**src/rtl/bvh_traversal_unit_p_if.sv**
```systemverilog
// bvh_traversal_unit_p_if: node-fetch and leaf-range stream handshakes of the BVH traversal unit.
// master = traversal unit, slave = node memory / primitive tester side.
interface bvh_traversal_unit_p_if #(
    parameter int NODE_INDEX_WIDTH = 8,
    parameter int PRIM_INDEX_WIDTH = 12,
    parameter int PRIM_AMOUNT_WIDTH = 4
);
    logic                           node_req;
    logic [NODE_INDEX_WIDTH-1:0]    node_index;
    logic                           node_valid;
    logic                           node_hit;
    logic [2*NODE_INDEX_WIDTH-1:0]  child_index;
    logic [1:0]                     child_hit;
    logic [2*PRIM_INDEX_WIDTH-1:0]  leaf_start;
    logic [2*PRIM_AMOUNT_WIDTH-1:0] leaf_num;
    logic                           prim_valid;
    logic                           prim_ready;
    logic [PRIM_INDEX_WIDTH-1:0]    prim_start;
    logic [PRIM_AMOUNT_WIDTH-1:0]   prim_num;
    modport master (
        output node_req, node_index, prim_valid, prim_start, prim_num,
        input  node_valid, node_hit, child_index, child_hit, leaf_start, leaf_num, prim_ready
    );
    modport slave (
        input  node_req, node_index, prim_valid, prim_start, prim_num,
        output node_valid, node_hit, child_index, child_hit, leaf_start, leaf_num, prim_ready
    );
endinterface

```
**src/rtl/bvh_traversal_unit_p.sv**
```systemverilog
// bvh_traversal_unit_p: stack-based BVH traversal for one ray with near-first child order,
// leaf range streaming under back-pressure, sticky stack overflow and abort.
module bvh_traversal_unit_p #(
    parameter int NODE_INDEX_WIDTH = 8,
    parameter int STACK_DEPTH = 16,
    parameter int PRIM_INDEX_WIDTH = 12,
    parameter int PRIM_AMOUNT_WIDTH = 4,
    parameter logic [NODE_INDEX_WIDTH-1:0] ROOT_INDEX = '0
) (
    input  logic clk,
    input  logic reset,
    input  logic start,
    input  logic abort,
    input  logic near_first,
    bvh_traversal_unit_p_if.master bus,
    output logic busy,
    output logic done,
    output logic overflow
);
    localparam int NIW = NODE_INDEX_WIDTH;
    localparam int PIW = PRIM_INDEX_WIDTH;
    localparam int PAW = PRIM_AMOUNT_WIDTH;
    localparam int SPW = $clog2(STACK_DEPTH + 1);
    localparam int AW = $clog2(STACK_DEPTH);
    localparam logic [SPW-1:0] FULL = SPW'(STACK_DEPTH);
    typedef enum logic [2:0] {IDLE, FETCH, EMIT, POP, DONE} state_t;
    state_t state, state_nx;
    logic [NIW-1:0] cur, f_idx, s_idx;
    logic [NIW-1:0] stack [STACK_DEPTH];
    logic [SPW-1:0] sp, sp_a;
    logic [PIW-1:0] q0_start, q1_start, f_start, s_start;
    logic [PAW-1:0] q0_num, q1_num, f_num, s_num;
    logic q_two, f_leaf, s_leaf, take, hit, push_s, push_f, drop, fire, go;
    // F is the child visited/emitted first, S the other one
    always_comb begin
        f_idx = near_first ? bus.child_index[2*NIW-1:NIW] : bus.child_index[NIW-1:0];
        s_idx = near_first ? bus.child_index[NIW-1:0] : bus.child_index[2*NIW-1:NIW];
        f_start = near_first ? bus.leaf_start[2*PIW-1:PIW] : bus.leaf_start[PIW-1:0];
        s_start = near_first ? bus.leaf_start[PIW-1:0] : bus.leaf_start[2*PIW-1:PIW];
        f_num = near_first ? bus.leaf_num[2*PAW-1:PAW] : bus.leaf_num[PAW-1:0];
        s_num = near_first ? bus.leaf_num[PAW-1:0] : bus.leaf_num[2*PAW-1:PAW];
        f_leaf = f_idx[NIW-1] && bus.child_hit[near_first] && f_num != '0;
        s_leaf = s_idx[NIW-1] && bus.child_hit[!near_first] && s_num != '0;
        take = state == FETCH && bus.node_valid;
        hit = take && bus.node_hit;
        push_s = hit && !s_idx[NIW-1] && sp != FULL;
        sp_a = sp + SPW'(push_s);
        push_f = hit && !f_idx[NIW-1] && sp_a != FULL;
        drop = hit && ((!s_idx[NIW-1] && !push_s) || (!f_idx[NIW-1] && !push_f));
        fire = state == EMIT && bus.prim_ready;
        go = start && (state == IDLE || state == DONE);
        state_nx = state;
        case (state)
            IDLE, DONE: state_nx = start ? FETCH : state;
            FETCH: state_nx = !take ? FETCH : (bus.node_hit && (f_leaf || s_leaf)) ? EMIT : POP;
            EMIT: state_nx = (fire && !q_two) ? POP : EMIT;
            POP: state_nx = sp == '0 ? DONE : FETCH;
            default: state_nx = IDLE;
        endcase
        if (abort) state_nx = IDLE;
        bus.node_req = state == FETCH;
        bus.node_index = cur;
        bus.prim_valid = state == EMIT;
        bus.prim_start = q0_start;
        bus.prim_num = q0_num;
        busy = state != IDLE && state != DONE;
        done = state == DONE;
    end
    always_ff @(posedge clk) begin
        if (reset) begin
            state <= IDLE;
            sp <= '0;
            cur <= '0;
            overflow <= 1'b0;
            q0_start <= '0;
            q0_num <= '0;
            q1_start <= '0;
            q1_num <= '0;
            q_two <= 1'b0;
        end else begin
            state <= state_nx;
            if (abort) sp <= '0;
            else if (go) begin
                cur <= ROOT_INDEX;
                sp <= '0;
                overflow <= 1'b0;
            end else if (take) begin
                sp <= sp_a + SPW'(push_f);
                overflow <= overflow | drop;
                if (push_s) stack[AW'(sp)] <= s_idx;
                if (push_f) stack[AW'(sp_a)] <= f_idx;
                q0_start <= f_leaf ? f_start : s_start;
                q0_num <= f_leaf ? f_num : s_num;
                q1_start <= s_start;
                q1_num <= s_num;
                q_two <= f_leaf && s_leaf;
            end else if (fire) begin
                q0_start <= q1_start;
                q0_num <= q1_num;
                q_two <= 1'b0;
            end else if (state == POP && sp != '0) begin
                sp <= sp - 1'b1;
                cur <= stack[AW'(sp - 1'b1)];
            end
        end
    end
endmodule
```
**src/flat_wrapper.sv**
```systemverilog
// flat-port wrapper written by rule: the top's interface ports become plain ports
module bvh_traversal_unit_p_flat 
#(
    parameter int NODE_INDEX_WIDTH = 8,
    parameter int STACK_DEPTH = 16,
    parameter int PRIM_INDEX_WIDTH = 12,
    parameter int PRIM_AMOUNT_WIDTH = 4,
    parameter logic [NODE_INDEX_WIDTH-1:0] ROOT_INDEX = '0
)
  (clk, reset, start, abort, near_first, busy, done, overflow, bus_node_req, bus_node_index, bus_prim_valid, bus_prim_start, bus_prim_num, bus_node_valid, bus_node_hit, bus_child_index, bus_child_hit, bus_leaf_start, bus_leaf_num, bus_prim_ready);
  bvh_traversal_unit_p_if #(.NODE_INDEX_WIDTH(NODE_INDEX_WIDTH), .PRIM_INDEX_WIDTH(PRIM_INDEX_WIDTH), .PRIM_AMOUNT_WIDTH(PRIM_AMOUNT_WIDTH)) bus_i ();
  input  logic clk;
  input  logic reset;
  input  logic start;
  input  logic abort;
  input  logic near_first;
  output logic busy;
  output logic done;
  output logic overflow;
  output wire logic [$bits(bus_i.node_req)-1:0] bus_node_req;
  output wire logic [$bits(bus_i.node_index)-1:0] bus_node_index;
  output wire logic [$bits(bus_i.prim_valid)-1:0] bus_prim_valid;
  output wire logic [$bits(bus_i.prim_start)-1:0] bus_prim_start;
  output wire logic [$bits(bus_i.prim_num)-1:0] bus_prim_num;
  input wire logic [$bits(bus_i.node_valid)-1:0] bus_node_valid;
  input wire logic [$bits(bus_i.node_hit)-1:0] bus_node_hit;
  input wire logic [$bits(bus_i.child_index)-1:0] bus_child_index;
  input wire logic [$bits(bus_i.child_hit)-1:0] bus_child_hit;
  input wire logic [$bits(bus_i.leaf_start)-1:0] bus_leaf_start;
  input wire logic [$bits(bus_i.leaf_num)-1:0] bus_leaf_num;
  input wire logic [$bits(bus_i.prim_ready)-1:0] bus_prim_ready;
  assign bus_node_req = bus_i.node_req;
  assign bus_node_index = bus_i.node_index;
  assign bus_prim_valid = bus_i.prim_valid;
  assign bus_prim_start = bus_i.prim_start;
  assign bus_prim_num = bus_i.prim_num;
  assign bus_i.node_valid = bus_node_valid;
  assign bus_i.node_hit = bus_node_hit;
  assign bus_i.child_index = bus_child_index;
  assign bus_i.child_hit = bus_child_hit;
  assign bus_i.leaf_start = bus_leaf_start;
  assign bus_i.leaf_num = bus_leaf_num;
  assign bus_i.prim_ready = bus_prim_ready;
  bvh_traversal_unit_p #(.NODE_INDEX_WIDTH(NODE_INDEX_WIDTH), .STACK_DEPTH(STACK_DEPTH), .PRIM_INDEX_WIDTH(PRIM_INDEX_WIDTH), .PRIM_AMOUNT_WIDTH(PRIM_AMOUNT_WIDTH), .ROOT_INDEX(ROOT_INDEX)) u_core (.clk(clk), .reset(reset), .start(start), .abort(abort), .near_first(near_first), .bus(bus_i), .busy(busy), .done(done), .overflow(overflow));
endmodule
```
**config.mk**
```make
export PLATFORM = sky130hd
export DESIGN_NAME = bvh_traversal_unit_p_flat
export DESIGN_NICKNAME = d
export VERILOG_FILES = /design/src/rtl/bvh_traversal_unit_p_if.sv /design/src/rtl/bvh_traversal_unit_p.sv /design/src/flat_wrapper.sv
export SDC_FILE = /design/constraint.sdc
export NUM_CORES = 1
export LEC_CHECK = 0
export BUFFER_PORTS_ARGS = -buffer_cell sky130_fd_sc_hd__buf_4
export CAP_MARGIN = 20
export CORE_MARGIN = 1.5
export CORE_UTILIZATION = 65
export CTS_BUF_LIST = sky130_fd_sc_hd__clkbuf_8 sky130_fd_sc_hd__clkbuf_16
export CTS_CLUSTER_SIZE = 16
export DETAILED_ROUTE_END_ITERATION = 6
export PLACE_DENSITY = 0.94
export SYNTH_ARGS = -nofsm -noshare
export SYNTH_HDL_FRONTEND = slang
export SYNTH_SLANG_ARGS = --single-unit
export TNS_END_PERCENT = 5
```
**constraint.sdc**
```tcl
create_clock -name clk -period 13.2 [get_ports clk]
set_clock_uncertainty 0.15 [all_clocks]
set_input_delay 1.32 -clock clk [delete_from_list [all_inputs] [get_ports clk]]
set_output_delay 1.32 -clock clk [all_outputs]
set_load 0.05 [all_outputs]
```
==> metrics.cfg, run 1 <==
[run_status]
status = complete, no violations

[logic_synthesis]
netlist_instances = 972
synthSimpleGateAreaFrac_pct = 14.6
synth_top_cell_by_area = edfxtp_1
avgSynthCellArea_um2 = 10.7
synth_seq_cells = 178
synthAdderAreaFrac_pct = 1.08
synth_seq_area_share_pct = 46.7
syn_area_um2 = 10400
synth_edf_count = 128
synth.area.top_cells = edfxtp_1 (37%), dfxtp_1 (9.6%), mux2i_1 (7.2%)
synth.area.mux_share_pct = 15.3
synth_fp_nets = 1039
yosysMostFrequentCell = nor2_1
synth_top_family_by_area = compound AO/OA/AOI/OAI gates
synthXorXnorAreaFrac_pct = 0.675
ys_warn_count = 0
async_flop_share_pct = 0
synth.top_cells.by_count = nor2_1 (168), edfxtp_1 (128), a21oi_1 (101)
synth_top_area_share_pct = 37.0
synth_flop_cell = edfxtp_1
synth_compound_area_share_pct = 17.8
yosysUniqueCellTypes = 75

[cts]
cts.clk_slew.worst_paths_ns = 0.07
htreeDepth = 4
clockBufferDepth = 2
cts_resized = 0
root_buffer = clkbuf_16
cts_buffers = 17
cts.sinks = 178
cts_tree = done
cts_hold_buffers = 0
post-cts-setup-buffers = 0
clk_latency_ns = 0.43

[sta]
slew_headroom_pct = 23.9
fin_setup_tns_ns = 0
period_share_pct = 39.6
final_hold_viol_count = 0
rsz0062_at_grt = false
setup_viol = 0
worst_pin_slew_ns = 1.12
fin_crit_ns = 5.22
maxSlewViolCount = 0
max_freq_mhz = 191

[floorplanning]
core_area_um2 = 15700
die_h_um = 129
start_util_pct = 66.1
die-area_um2 = 16700
rows = 46
die_x_um = 129
ioPinCount = 87

[critical_path]
critical_path_required_ns = 13.19
endpoint_kind = flop
worstSetupPathType = in2reg
start_kind = primary input
crit_path_max_fanout = 20
rr_worst_depth = 12
crit_arrival_ns = 5.21

[global_route]
grt_max_degree = 75
antenna_found_initial = 0
overflow = 0
grt_first_pass_wirelength_mm = 45.4
grt_usage_pct = 36.3
grt_pass1_vias = 8064

[routing]
avgRoutedWirePerCell_um = 23.8
drtPass1Iterations = 7
vias = 8818
vias_per_cell = 7.14
first_iter_violations = 1251
drc_errors = 0
antenna_left = 0
totalWireLength_mm = 29.4

[placed_design]
placed_cells_incl_taps = 1201
gp_congestion = 0.940
port_buffers = 86
dp_hpwl_mm = 19.2

[power_and_ir_drop]
comb_power_share_pct = 11.0
power.density_nw_per_um2 = 105
p_int_mw = 0.895
power_leakage_nw = 4.06
switching_share_pct = 26.3
p_switching_mw = 0.319
peakVddDrop_mv = 0.0995
p_total_mw = 1.21
seq_power_share_pct = 49.9
clock_power_share_pct = 39.1

[finish]
area_delta_synth_final_pct = 11.8
nFillCells = 995
num_antenna_cells = 0
fin_nets = 1073
finalNonFillerCells = 1235
drive_gt1_share_pct = 20.1

[job]
max_cap_viol_count = 0

[hold_path]
hp-class = reg2reg
hold_path_depth = 2

## layer usage
metal  up-vias  wire length [µm]  global-route usage [%]
met5         -                 0                       0
met4         0              1230                    16.8
met3       125              3710                    9.12
met2       709             13700                    57.1
met1      4178             10700                    47.7
li1       3806                 -                       -
## path summary, 6_finish.rpt
check                                         startpoint  slack (ns)                  endpoint
worst max-delay path                          near_first        7.98        u_core.stack[1][7]
worst min-delay path            u_core.bus.node_index[0]        0.30  u_core.bus.node_index[0]
worst max register to register              u_core.sp[0]        8.01        u_core.stack[1][7]
worst min register to register  u_core.bus.node_index[0]        0.30  u_core.bus.node_index[0]
## final cells by class
type / count / area (µm²) / area share, %
multi-input cells: 703 / 5170 / 44.6
well taps: 216 / 270 / 2.33
repair buffers: 100 / 762 / 6.57
flip-flops and latches: 178 / 4850 / 41.8
inverters: 6 / 22.5 / 0.194
clock buffers: 17 / 425 / 3.67
clock inverters: 15 / 108 / 0.927
## metrics by stage
stage | utilization (%) | hold WS, ns | area (µm²) | worst slack [ns]
6_report | 73.8 | 0.302 | 11600 | 7.98
5_1_grt | 73.8 | 0.323 | 11600 | 7.74
4_1_cts | 73.7 | 0.305 | 11600 | 8.06
3_5_place_dp | 70.3 | 0.297 | 11000 | 7.64
3_3_place_gp | 70.3 | 0.289 | 11000 | 7.81
2_1_floorplan | - | 0.282 | 10400 | 8.93
## kinds of logic after synthesis
group,after synthesis
AOI/OAI and AO/OA,259
xor gates and xnor gates,8
adders and majority gates,9
buffers and inverters,91
DFF,178
muxes,123
and+or+nand+nor,304
## flip-flops by register name, summed over array words and instances, names as in the netlist
register / cells
u_core.q_two: 1
u_core.bus.node_index: 8
u_core.overflow: 1
u_core.stack: 128
u_core.bus.prim_num: 4
u_core.q1_start: 12
u_core.sp: 5
u_core.state: 3
u_core.q1_num: 4
u_core.bus.prim_start: 12
## power groups by stage
stage,registers [mW],clock network [mW],logic [mW]
after global routing,0.605,0.492,0.143
final,0.605,0.474,0.134
after floorplan,0.622,0,0.0780
after detailed placement,0.618,0,0.127
after global placement,0.618,0,0.121
after CTS,0.605,0.469,0.129
## worst max-delay path, stage by stage
cell,delay [ns]
buf_4,0.15
mux2i_2,0.88
o31ai_1,0.21
nor2_1,0.15
ha_1,0.28
ha_1,0.35
or2_0,0.46
o21bai_1,0.30
or4_1,0.83
nor2b_1,0.26
## placed cells by master (no fill, tap or decap), types with 4 or more instances in the layout
master	netlist	routed
nor3b_1	5	5
clkinv_2	0	4
nand3b_1	8	8
mux2_1	5	5
mux2_2	16	16
nor3_1	25	25
a2bb2o_1	4	4
a21oi_1	101	101
mux2i_1	75	70
ha_1	9	9
mux4_2	26	26
clkbuf_16	0	17
a31oi_1	11	11
edfxtp_1	128	128
a211oi_1	49	48
dfxtp_1	50	49
nor2b_1	13	13
and2_1	6	6
nor2_1	168	168
or4_1	6	6
xor2_1	5	5
a2111oi_4	7	7
a221oi_1	15	15
o2bb2ai_1	11	11
nand2_1	21	21
mux2i_2	0	5
o32ai_1	15	15
nand3_1	20	20
buf_4	7	98
o21ai_0	17	17
o22ai_1	7	7
inv_1	5	6
Note: power is estimated with default switching activity, not from simulation.
==> run 2: changes to the inputs <==
--- a/config.mk
+++ b/config.mk
@@ -8,11 +8,11 @@
 export BUFFER_PORTS_ARGS = -buffer_cell sky130_fd_sc_hd__buf_4
 export CAP_MARGIN = 20
 export CORE_MARGIN = 1.5
-export CORE_UTILIZATION = 65
+export CORE_UTILIZATION = 61
 export CTS_BUF_LIST = sky130_fd_sc_hd__clkbuf_8 sky130_fd_sc_hd__clkbuf_16
 export CTS_CLUSTER_SIZE = 16
 export DETAILED_ROUTE_END_ITERATION = 6
-export PLACE_DENSITY = 0.94
+export PLACE_DENSITY = 0.89
 export SYNTH_ARGS = -nofsm -noshare
 export SYNTH_HDL_FRONTEND = slang
 export SYNTH_SLANG_ARGS = --single-unit
==> constraint.sdc (replaced) <==
create_clock -name clk -period 4.9 [get_ports clk]
set_clock_uncertainty 0.15 [all_clocks]
set_input_delay 0.49 -clock clk [delete_from_list [all_inputs] [get_ports clk]]
set_output_delay 0.49 -clock clk [all_outputs]
set_load 0.05 [all_outputs]
==> metrics.cfg, run 2 (same netlist as run 1, synthesis figures left out) <==
[floorplanning]
rows = 47  ; +2.2%
die_h_um = 133  ; +3.1%
start_util_pct = 62.6  ; -3.5 points
die_x_um = 133  ; +3.1%
ioPinCount = 87  ; unchanged
core_area_um2 = 16600  ; +5.5%
die-area_um2 = 17800  ; +6.4%

[cts]
htreeDepth = 4  ; unchanged
clockBufferDepth = 2  ; unchanged
post-cts-setup-buffers = 0  ; unchanged
cts.sinks = 178  ; unchanged
cts_tree = done
cts_resized = 0  ; unchanged
cts_hold_buffers = 0  ; unchanged
clk_latency_ns = 0.44  ; about the same
root_buffer = clkbuf_16
cts_buffers = 17  ; unchanged
cts.clk_slew.worst_paths_ns = 0.07  ; about the same

[critical_path]
timing.rr.start = u_core.sp[1]
rr_worst_depth = 11  ; -1
crit_path_max_fanout = 11  ; -45%
critical_path_required_ns = 4.89  ; -8.30 ns
start_kind = flop
r2r_end = u_core.stack[2][3]
worstSetupPathType = reg2reg
endpoint_kind = flop
crit_arrival_ns = 4.27  ; -0.94 ns
reg2reg_setup_slack_ns = 0.62  ; -7.39 ns

[sta]
maxSlewViolCount = 0  ; unchanged
final_hold_viol_count = 0  ; unchanged
slew_headroom_pct = 26.0  ; +2.1 points
rsz0062_at_grt = false
fin_setup_tns_ns = 0  ; unchanged
setup_viol = 0  ; unchanged
max_freq_mhz = 234
period_share_pct = 87.3
fin_ws_ns = 0.625  ; -7.35 ns
fin_crit_ns = 4.28
finalHoldWorstSlack_ns = 0.156  ; -0.146 ns
worst_pin_slew_ns = 1.09  ; -0.0303 ns

[finish]
final_common_cell = nor2_1
nFillCells = 1138  ; +14%
register_area_um2 = 4850  ; unchanged
top_register = u_core.stack
finalNonFillerCells = 1250  ; +1.2%
fin_nets = 1084  ; +1.0%
largest_reg_flops = 128  ; unchanged
layout_common_cells = nor2_1 (168), edfxtp_1 (128), buf_4 (106), a21oi_1 (101), mux2i_1 (68)
area_delta_synth_final_pct = 13.3
num_antenna_cells = 0  ; unchanged
drive_gt1_share_pct = 21.2  ; +1.0 points
multi_input_area_um2 = 5190  ; +0.31%

[routing]
totalWireLength_mm = 28.9  ; -1.5%
antenna_left = 0  ; unchanged
drtPass1Iterations = 6  ; -1
vias = 8667  ; -1.7%
drc_errors = 0  ; unchanged
avgRoutedWirePerCell_um = 23.2  ; -2.6%
vias_per_cell = 6.93  ; -2.9%
first_iter_violations = 1206  ; -3.6%

[global_route]
grt_pass1_vias = 8151  ; +1.1%
antenna_found_initial = 1  ; +1
grt_first_pass_wirelength_mm = 44.7  ; -1.6%
overflow = 0  ; unchanged
grt_max_degree = 80  ; +6.7%
grt_usage_pct = 33.1  ; -3.2 points

[placed_design]
dp_hpwl_mm = 19.4  ; +0.83%
place_ws_ns = 0.737  ; -6.91 ns
placed_cells_incl_taps = 1213  ; +1.0%
gp_congestion = 0.955  ; +1.7%
port_buffers = 86  ; unchanged

[power_and_ir_drop]
power_leakage_nw = 4.14  ; +2.1%
power.density_nw_per_um2 = 281  ; +170%
p_total_mw = 3.31  ; +170%
peakVddDrop_mv = 0.274  ; +180%

[hold_path]
hp-class = in2reg
min_to = u_core.state[2]
hp-start = abort
hold_path_depth = 2  ; unchanged

[job]
max_cap_viol_count = 0  ; unchanged

[run_status]
status = complete, no violations

[run 2: changes by cell type in the layout (fill, tap and decap cells not counted), sizes merged]
cell      previous run  this run
clkinv               8         7
buf                100       111
inv                 12        13
clkinvlp             1         0
clkbuf              17        18
[run 2: layout make-up]
cell class	count	share of cell area, %
timing repair buffer	111	7.38
tap	220	2.34
clock inverter	14	0.936
sequential	178	41.2
multi-input combinational	703	44.1
inverter	6	0.192
clock buffer	18	3.83
[run 2: worst max-delay path by stage]
stage	cells past startpoint	start	to	slack (ns)
6_report	11	u_core.sp[1]	u_core.stack[2][3]	0.62
5_1_grt	11	u_core.sp[1]	u_core.stack[2][0]	0.38
4_1_cts	11	u_core.sp[1]	u_core.stack[1][3]	0.72
3_5_place_dp	11	u_core.sp[1]	u_core.stack[3][6]	0.74
3_3_place_gp	11	u_core.sp[1]	u_core.stack[2][4]	0.93
2_1_floorplan	19	u_core.sp[0]	u_core.sp[2]	0.75
[run 2: worst max-delay path: stages (launching register included)]
cell and delay [ns]:
dfxtp_1 0.42, inv_1 0.15, ha_1 0.34, nand2_1 0.10, o31ai_1 0.26, nor2_1 0.08, ha_1 0.26, ha_1 0.44
or2_0 0.48, o21bai_1 0.27, or4_1 0.80, mux2i_1 0.22
[run 2: routing by layer]
metal	global-route usage [%]	routed length (µm)
met5	0	10
met4	16.9	1320
met3	8.52	3250
met2	52.7	13700
met1	41.9	10700
[run 2: metrics by stage]
| stage | utilization (%) | cell area, µm² |
|---|---|---|
| finish | 70.9 | 11800 |
| global route | 70.9 | 11800 |
| CTS | 70.6 | 11700 |
| detailed placement | 67.2 | 11100 |
| global placement | 67.0 | 11100 |
| floorplan | - | 10400 |
[run 2: report_power, final]
part	internal, mW	leakage (nW)	total, mW	switching [mW]
sequential	1.63	1.55	1.63	0.00511
clock	0.688	0.290	1.31	0.620
combinational	0.133	2.30	0.369	0.236
